--- src/rtl/arm_pipe_pkg.sv ---
// Shared pipeline definitions for the 5-stage ARM core: forward-select
// encodings, the PC register index and the hazard-unit shadow records.
package arm_pipe_pkg;

  // Register address width the shadow records are laid out for.
  localparam int PKG_REG_AW = 4;

  // EX operand source selects.
  localparam logic [1:0] FWD_REGFILE = 2'b00;
  localparam logic [1:0] FWD_RESULTW = 2'b01;
  localparam logic [1:0] FWD_ALURESM = 2'b10;

  // R15 reads the PC, so it is never a forwarding target.
  localparam logic [PKG_REG_AW-1:0] REG_PC = 4'd15;

  // Per-instruction hazard info carried through E.
  typedef struct packed {
    logic [PKG_REG_AW-1:0] wa;
    logic                  regwrite;
    logic                  memtoreg;
    logic                  mul;
    logic [PKG_REG_AW-1:0] ra1;
    logic [PKG_REG_AW-1:0] ra2;
  } stage_shadow_t;

  // M and W only need to know which register they will write.
  typedef struct packed {
    logic [PKG_REG_AW-1:0] wa;
    logic                  regwrite;
  } wb_shadow_t;

  localparam stage_shadow_t SHADOW_BUBBLE = '0;
  localparam wb_shadow_t    WB_BUBBLE     = '0;

  // Width of the multiply busy counter; must be able to hold MUL_LAT-1.
  function automatic int mul_cnt_w(input int lat);
    return (lat < 2) ? 1 : $clog2(lat + 1);
  endfunction

endpackage

--- src/rtl/hazard_fwd_sel.sv ---
// Operand forward select for one EX source register. M is newer than W
// and wins; R15 always comes from the register-file path.
module hazard_fwd_sel
  import arm_pipe_pkg::*;
#(
  parameter int REG_AW = PKG_REG_AW
) (
  input  logic [REG_AW-1:0] i_ra,
  input  logic [REG_AW-1:0] i_wa_m,
  input  logic              i_regwrite_m,
  input  logic [REG_AW-1:0] i_wa_w,
  input  logic              i_regwrite_w,
  output logic [1:0]        o_fwd
);

  localparam logic [REG_AW-1:0] PC_ADDR = REG_AW'(REG_PC);

  logic w_hit_m;
  logic w_hit_w;

  assign w_hit_m = i_regwrite_m && (i_wa_m == i_ra);
  assign w_hit_w = i_regwrite_w && (i_wa_w == i_ra);

  // Priority compare: M result, then W result, else register file.
  always_comb begin
    o_fwd = FWD_REGFILE;
    if (i_ra != PC_ADDR) begin
      if (w_hit_m)      o_fwd = FWD_ALURESM;
      else if (w_hit_w) o_fwd = FWD_RESULTW;
    end
  end

endmodule

--- src/rtl/hazard_ctrl.sv ---
// Pipeline hazard controller: keeps a shadow of the E/M/W hazard fields,
// drives the EX forwarding muxes, load-use stalls, branch flushes and the
// multi-cycle multiply hold of EX.
module hazard_ctrl
  import arm_pipe_pkg::*;
#(
  parameter int REG_AW  = PKG_REG_AW,
  parameter int MUL_LAT = 3
) (
  input  logic              clk,
  input  logic              reset_n,
  input  logic              ValidD,
  input  logic [REG_AW-1:0] RA1D,
  input  logic [REG_AW-1:0] RA2D,
  input  logic [REG_AW-1:0] WA3D,
  input  logic              RegWriteD,
  input  logic              MemtoRegD,
  input  logic              MulD,
  input  logic              BranchTakenE,
  output logic [1:0]        ForwardA,
  output logic [1:0]        ForwardB,
  output logic              StallF,
  output logic              StallD,
  output logic              StallE,
  output logic              FlushD,
  output logic              FlushE,
  output logic              FlushM
);

  localparam int               CNT_W    = mul_cnt_w(MUL_LAT);
  localparam logic [CNT_W-1:0] CNT_LOAD = CNT_W'(MUL_LAT - 1);
  localparam logic [CNT_W-1:0] CNT_ONE  = CNT_W'(1);
  localparam logic             MUL_HOLD = (MUL_LAT > 1);

  // Shadow pipeline and multiply counter.
  stage_shadow_t    r_e;
  wb_shadow_t       r_m;
  wb_shadow_t       r_w;
  logic [CNT_W-1:0] r_cnt;

  stage_shadow_t    w_d;
  stage_shadow_t    w_e_nxt;
  wb_shadow_t       w_m_nxt;
  wb_shadow_t       w_w_nxt;
  logic [CNT_W-1:0] w_cnt_nxt;

  logic w_busy;
  logic w_ld_raw;
  logic w_ld;
  logic w_br;
  logic w_flush_e;
  logic w_stall_fd;
  logic w_d_enter;

  logic [1:0][PKG_REG_AW-1:0] w_ra_e;
  logic [1:0][1:0]            w_fwd;

  // Pack the Decode-stage fields into a shadow record.
  always_comb begin
    w_d          = SHADOW_BUBBLE;
    w_d.wa       = PKG_REG_AW'(WA3D);
    w_d.regwrite = RegWriteD;
    w_d.memtoreg = MemtoRegD;
    w_d.mul      = MulD;
    w_d.ra1      = PKG_REG_AW'(RA1D);
    w_d.ra2      = PKG_REG_AW'(RA2D);
  end

  // Hazard detection. A multiply holding EX masks everything else, since
  // nothing in D may move and the instruction in E is not a load/branch.
  always_comb begin
    w_busy     = r_e.mul && (r_cnt != '0);
    w_ld_raw   = ValidD && r_e.regwrite && r_e.memtoreg &&
                 ((r_e.wa == w_d.ra1) || (r_e.wa == w_d.ra2));
    w_ld       = w_ld_raw && !w_busy;
    w_br       = BranchTakenE && !w_busy;
    w_flush_e  = w_br || w_ld;
    // A taken branch squashes the consumer, so the load-use hold is moot.
    w_stall_fd = w_busy || (w_ld && !w_br);
    w_d_enter  = ValidD && !w_flush_e;
  end

  // Forward compare for SrcA (index 0) and SrcB (index 1).
  assign w_ra_e = {r_e.ra2, r_e.ra1};

  for (genvar g = 0; g < 2; g++) begin : g_fwd
    hazard_fwd_sel #(
      .REG_AW (PKG_REG_AW)
    ) u_sel (
      .i_ra         (w_ra_e[g]),
      .i_wa_m       (r_m.wa),
      .i_regwrite_m (r_m.regwrite),
      .i_wa_w       (r_w.wa),
      .i_regwrite_w (r_w.regwrite),
      .o_fwd        (w_fwd[g])
    );
  end

  // Next shadow state: hold E and bubble M while the multiply is busy,
  // otherwise shift D->E->M->W with E bubbled on a flush or empty slot.
  always_comb begin
    w_e_nxt   = r_e;
    w_m_nxt   = r_m;
    w_w_nxt   = r_m;
    w_cnt_nxt = r_cnt;
    if (w_busy) begin
      w_m_nxt   = WB_BUBBLE;
      w_cnt_nxt = r_cnt - CNT_ONE;
    end else begin
      w_m_nxt.wa       = r_e.wa;
      w_m_nxt.regwrite = r_e.regwrite;
      w_e_nxt          = w_d_enter ? w_d : SHADOW_BUBBLE;
      w_cnt_nxt        = (w_d_enter && MulD && MUL_HOLD) ? CNT_LOAD : '0;
    end
  end

  // Shadow and counter registers; reset abandons any multiply in flight.
  always_ff @(posedge clk or negedge reset_n) begin
    if (!reset_n) begin
      r_e   <= SHADOW_BUBBLE;
      r_m   <= WB_BUBBLE;
      r_w   <= WB_BUBBLE;
      r_cnt <= '0;
    end else begin
      r_e   <= w_e_nxt;
      r_m   <= w_m_nxt;
      r_w   <= w_w_nxt;
      r_cnt <= w_cnt_nxt;
    end
  end

  // Control outputs, forced quiet while reset is held.
  always_comb begin
    ForwardA = FWD_REGFILE;
    ForwardB = FWD_REGFILE;
    StallF   = 1'b0;
    StallD   = 1'b0;
    StallE   = 1'b0;
    FlushD   = 1'b0;
    FlushE   = 1'b0;
    FlushM   = 1'b0;
    if (reset_n) begin
      ForwardA = w_fwd[0];
      ForwardB = w_fwd[1];
      StallF   = w_stall_fd;
      StallD   = w_stall_fd;
      StallE   = w_busy;
      FlushD   = w_br;
      FlushE   = w_flush_e;
      FlushM   = w_busy;
    end
  end

endmodule

--- config.mk ---
export PLATFORM = sky130hd
export DESIGN_NAME = hazard_ctrl
export DESIGN_NICKNAME = d
export VERILOG_FILES = /design/src/rtl/arm_pipe_pkg.sv /design/src/rtl/hazard_fwd_sel.sv /design/src/rtl/hazard_ctrl.sv
export SDC_FILE = /design/constraint.sdc
export NUM_CORES = 1
export LEC_CHECK = 0
export BUFFER_PORTS_ARGS = -buffer_cell sky130_fd_sc_hd__buf_2
export CAP_MARGIN = 10
export CORE_UTILIZATION = 55
export CTS_CLUSTER_DIAMETER = 120
export DETAILED_ROUTE_END_ITERATION = 12
export PLACE_DENSITY_LB_ADDON = 0.1
export SYNTH_ARGS = -nofsm -noshare
export SYNTH_HDL_FRONTEND = slang
export SYNTH_SLANG_ARGS = --single-unit
--- constraint.sdc ---
create_clock -name clk -period 3.9 [get_ports clk]
set_clock_uncertainty 0.15 [all_clocks]
set_input_delay 0.78 -clock clk [delete_from_list [all_inputs] [get_ports clk]]
set_output_delay 0.78 -clock clk [all_outputs]
set_load 0.05 [all_outputs]
# ---- Yosys cells after proc, flatten, opt, wreduce, memory -nomap -nowiden
# Index checks and enable logic that the tools add are counted.
dict set report classes {
  muxes 16
  n_bitwise 0
  div 0
  mul 0
  magnitude_cmp 0
  reduce_logical 20
  n_shift 0
  n_eq_ne 8
  addsub 1
}
# op count
set ops {}
lappend ops {{== test 4 bit} 6}
lappend ops {{two-way mux 2 bit} 8}
lappend ops {{two-way mux 15 bit} 1}
lappend ops {{logical AND 1 bit} 13}
lappend ops {{inequality test 4 bit (second input constant)} 2}
lappend ops {{two-way mux 1 bit} 6}
lappend ops {{two-way mux 5 bit} 1}
lappend ops {{logical NOT 1 bit} 3}
lappend ops {{logical OR 1 bit} 3}
lappend ops {{nonzero test 2 bit} 1}
lappend ops {{subtractor 2 x 1 -> 2 bit (second input constant)} 1}
dict set report word_totals {
  ff_bits 27
  memories 0
  output_inout_bits 10
  in_bits 19
  mem_bits_rw 0
  elab_cells 56
  latch_bits 0
  rom_bits 0
}

# ---- Depth between registers and ports, before layout
dict set report depth {
  depth_word 10
  mapped_depth 9
}

# ---- Hierarchy
# A second synthesis with hierarchy kept.
dict set report unflattened {
  cells_unflattened 153
  area_unflattened_um2 1488.9
}
# module area_per_inst_um2 instances seq_area_each_um2 cells_per_inst
set modules_own_cells {}
lappend modules_own_cells {hazard_ctrl 1226.2 1 675.6 115}
lappend modules_own_cells {hazard_fwd_sel 131.4 2 0.0 19}

# ---- Worst setup path after synthesis
# Ideal clock, no wire load.
dict set report synth_timing {
  path_kind {input -> output}
  from {input port reset_n}
  to {output port ForwardA[0]}
  setup_slack_ps 873
  path_stages 3
  arrival_time_ps 2097
  n_path_buf 0
  required_ps 2970
  cell_sequence {and2_1 -> nand4_1 -> nor3_1}
}
dict set report synth_via {
  elab_chain_cells 1
}
# element line
set synth_lines {}
lappend synth_lines {{start: declaration} hazard_ctrl.sv:11} ;# input logic reset_n,
lappend synth_lines {{two-way mux 2 bit} hazard_ctrl.sv:142} ;# if (reset_n) begin
lappend synth_lines {{end: declaration} hazard_ctrl.sv:20} ;# output logic [1:0] ForwardA,
# Every way passes these cells.

# ---- Worst setup path after layout
dict set report layout_timing {
  from {register r_cnt[0]}
  to {output port StallD}
}
dict set report layout_via {
  elab_chain_cells 8
  word_cells_on_any_way 9
}
# element line
set layout_lines {}
lappend layout_lines {{start: declaration} hazard_ctrl.sv:39} ;# logic [CNT_W-1:0] r_cnt;
lappend layout_lines {{start signal: assignment} hazard_ctrl.sv:128} ;# r_cnt <= w_cnt_nxt;
lappend layout_lines {{nonzero test 2 bit *} hazard_ctrl.sv:72} ;# w_busy = r_e.mul && (r_cnt != '0);
lappend layout_lines {{logical AND 1 bit *} hazard_ctrl.sv:72}
lappend layout_lines {{logical NOT 1 bit} {hazard_ctrl.sv:75, hazard_ctrl.sv:76}}
lappend layout_lines {{logical AND 1 bit} hazard_ctrl.sv:76} ;# w_br = BranchTakenE && !w_busy;
lappend layout_lines {{logical NOT 1 bit} hazard_ctrl.sv:79} ;# w_stall_fd = w_busy || (w_ld && !w_br);
lappend layout_lines {{logical AND 1 bit} hazard_ctrl.sv:79}
lappend layout_lines {{logical OR 1 bit *} hazard_ctrl.sv:79}
lappend layout_lines {{two-way mux 1 bit *} hazard_ctrl.sv:142}
lappend layout_lines {{end: declaration} hazard_ctrl.sv:23} ;# output logic StallD,
# Mark *: on every way between the ends. The rest lies on a longest branch, timed or not.

==> results.json <==
{
  "status": "complete, but fails checks",
  "violations": "DRC",
  "drt_pass1_iterations": 8,
  "final-seq-area_um2": 675.6,
  "grt_usage_pct": 21.59,
  "htreeDepth": 1,
  "slew_viol_final": 0,
  "routabilityCongestion": 0.8354,
  "clock_path_buffers": 2,
  "async_flop_share_pct": 100.0,
  "dp_cells": 199,
  "initial_core_util_pct": 57.83,
  "ctsResizeCount": 0,
  "path_buf_inv": 2,
  "syn2layout_area_growth_pct": 10.83,
  "worstPathArrival_ns": 2.23,
  "startpoint_type": "flip-flop",
  "core_mm2": 0.002477,
  "grt_most_used_layer": "met2",
  "n_antenna_cell": 0,
  "drcViolationCount": 1,
  "hold_slack_ns": 0.1366,
  "ys_warn_count": 0,
  "totalWireLength_um": 2631,
  "die_w_um": 53.04,
  "ys_seq_area_share_pct": 47.16,
  "grt.met3_usage_pct": 2.874,
  "synth.avg_cell_area_um2": 9.812,
  "p_leak_uw": 0.0007619,
  "setup_slack_ns": 0.7435,
  "layout_commonest_cell": "nand2_1",
  "syn_area_mm2": 0.001433,
  "finalSetupViolCount": 0,
  "multiInputGateArea_um2": 673.1,
  "overflow": 0,
  "r2r-end": "r_e[7]$_DFFE_PN0N_",
  "synthFlopType": "dfrtp_1",
  "portBuffers": 28,
  "synth_cell_types": 27,
  "nets": 194,
  "path_max_fanout": 11,
  "clock_latency_ns": 0.32,
  "max_freq_mhz": 316.8,
  "rrSetupSlack_ns": 1.78,
  "period_minus_slack_ns": 3.157,
  "hold_viol": 0,
  "cts_inserted_buffers": 3,
  "crit_type": "reg -> out",
  "cts_setup_buffers": 0,
  "power_uw": 490.8,
  "cts.hold.buffers_added": 0,
  "fp.dieArea_mm2": 0.002813,
  "layout-drive-gt1-share_pct": 27.75,
  "clk_pin_slew_ns": 0.14,
  "drt-vias-per-instance": 5.320,
  "ir_worst_vdd_uv": 192.6,
  "use_met2_pct": 39.24,
  "critPathTopFamily": "simple AND/OR/NAND/NOR gates",
  "syn_nets": 166,
  "drt_iter0_markers": 21,
  "max-slew-margin-rel_pct": 65.71,
  "synth-seq-cells": 27,
  "final_cells": 203,
  "grt_pass1_wl_um": 4278,
  "worst_setup_path_end_kind": "output pin",
  "cts_tree": "yes",
  "syn_inst": 146,
  "drtAntennaViolNets": 0,
  "hpwl_um": 2082,
  "synth_edf_count": 0,
  "fp-row-count": 18,
  "antenna_found_initial": 0,
  "grtUsageMet1_pct": 24.49,
  "cellPowerDensity_mw_per_mm2": 309.1,
  "grt_start_max_net_pins": 24,
  "die_h_um": 53.04,
  "vias": 1080,
  "r2r_cells": 7,
  "n_fill_cell": 209,
  "clockRootBuffer": "clkbuf_4",
  "critPathSlowestCell": "dfrtp_1",
  "worst_ep_required_time_ns": 2.97,
  "ios": 29,
  "pre_cts_ws_ns": 1.047,
  "clock_sinks": 27,
  "worstReg2RegStart": "r_cnt[0]$_DFF_PN0_",
  "hold_class": "in -> async",
  "rsz0062_at_grt": "false",
  "mostFrequentLayoutCells": "nand2_1 (34), buf_2 (28), dfrtp_1 (27)",
  "max_stage_delay_ns": 0.41,
  "fin_crit_sh_pct": 80.94,
  "maxCapViolations": 0,
  "setup_tns_ns": 0,
  "worstMarginPinSlew_ns": 0.5144,
  "grt_pass1_vias": 1046,
  "wl_per_cell_um": 12.96,
  "crit_chain": "inv_1, ha_1, nand2b_1, nand4_1, a21oi_4, a31o_2, buf_2"
}
registers in the layout, summed over array words and instances (netlist names):
name / cells
r_w: 5
r_cnt: 2
r_m: 5
r_e: 15
metrics by stage:
step / instance area, um^2 / util, %
finish: 1588 / 64.09
global route: 1588 / 64.09
CTS: 1588 / 64.09
detailed placement: 1560 / 62.98
global placement: 1560 / 62.98
floorplan: 1433 / -
cell families after synthesis:
family                   after synthesis  share of synthesized area [%]
flip-flops                            27                          47.16
AO/OA/AOI/OAI                         21                          11.79
AND/OR/NAND/NOR                       64                          20.87
adder cells (fa/ha/maj)                1                         0.8732
XOR/XNOR                              22                          13.45
buffers and inverters                 11                          5.852
per-layer routing:
| metal | routed length [um] | part of all wire [%] |
|---|---|---|
| met3 | 86 | 3.3 |
| met2 | 1360 | 52 |
| met5 | 0 | 0 |
| met1 | 1133 | 43 |
| met4 | 51 | 1.9 |
layout make-up:
class,instances,share of cell area (%)
multi-input combinational,108,42.40
clock buffer,3,1.418
sequential,27,42.55
timing repair buffer,31,10.24
clock inverter,1,0.3152
tap,30,2.364
inverter,3,0.7092
worst max-delay path by stage:
stage                       startpoint  slack, ns          end  cells past startpoint
floorplan                      reset_n       0.87  ForwardA[0]                      3
global placement               RA2D[3]       1.05       StallF                      6
detailed placement             RA2D[2]       1.05       StallF                      6
CTS                 r_cnt[0]$_DFF_PN0_       0.72       StallD                      7
global route        r_cnt[0]$_DFF_PN0_       0.59       StallF                      7
finish              r_cnt[0]$_DFF_PN0_       0.74       StallD                      7
worst reg2reg max path: cells and delay by family (launching register included):
kind	cells	cell delay [ns]
flops	1	0.41
simple gates	2	0.56
buf+inv	2	0.34
fa+ha+maj	1	0.16
compound gates	2	0.39
cell usage after synthesis, types with 3 or more instances:
cell / n / area (um^2)
nand2_1: 34 / 127.6
buf_4: 3 / 22.52
and2_1: 6 / 37.54
nand4_1: 7 / 43.79
xnor2_1: 16 / 140.1
inv_1: 3 / 11.26
and3_1: 4 / 25.02
nor2_1: 6 / 22.52
o21ai_2: 9 / 78.83
dfrtp_1: 27 / 675.7
o21ai_0: 5 / 25.02
xor2_1: 6 / 52.55
where the power goes:
group / internal [uW] / leakage (uW) / switching, uW
registers: 291 / 0.000364 / 13.5
clock network: 38.4 / 0.0000177 / 78.2
logic: 30.1 / 0.000381 / 39.1
No activity file was read; power rests on OpenSTA's default activity.
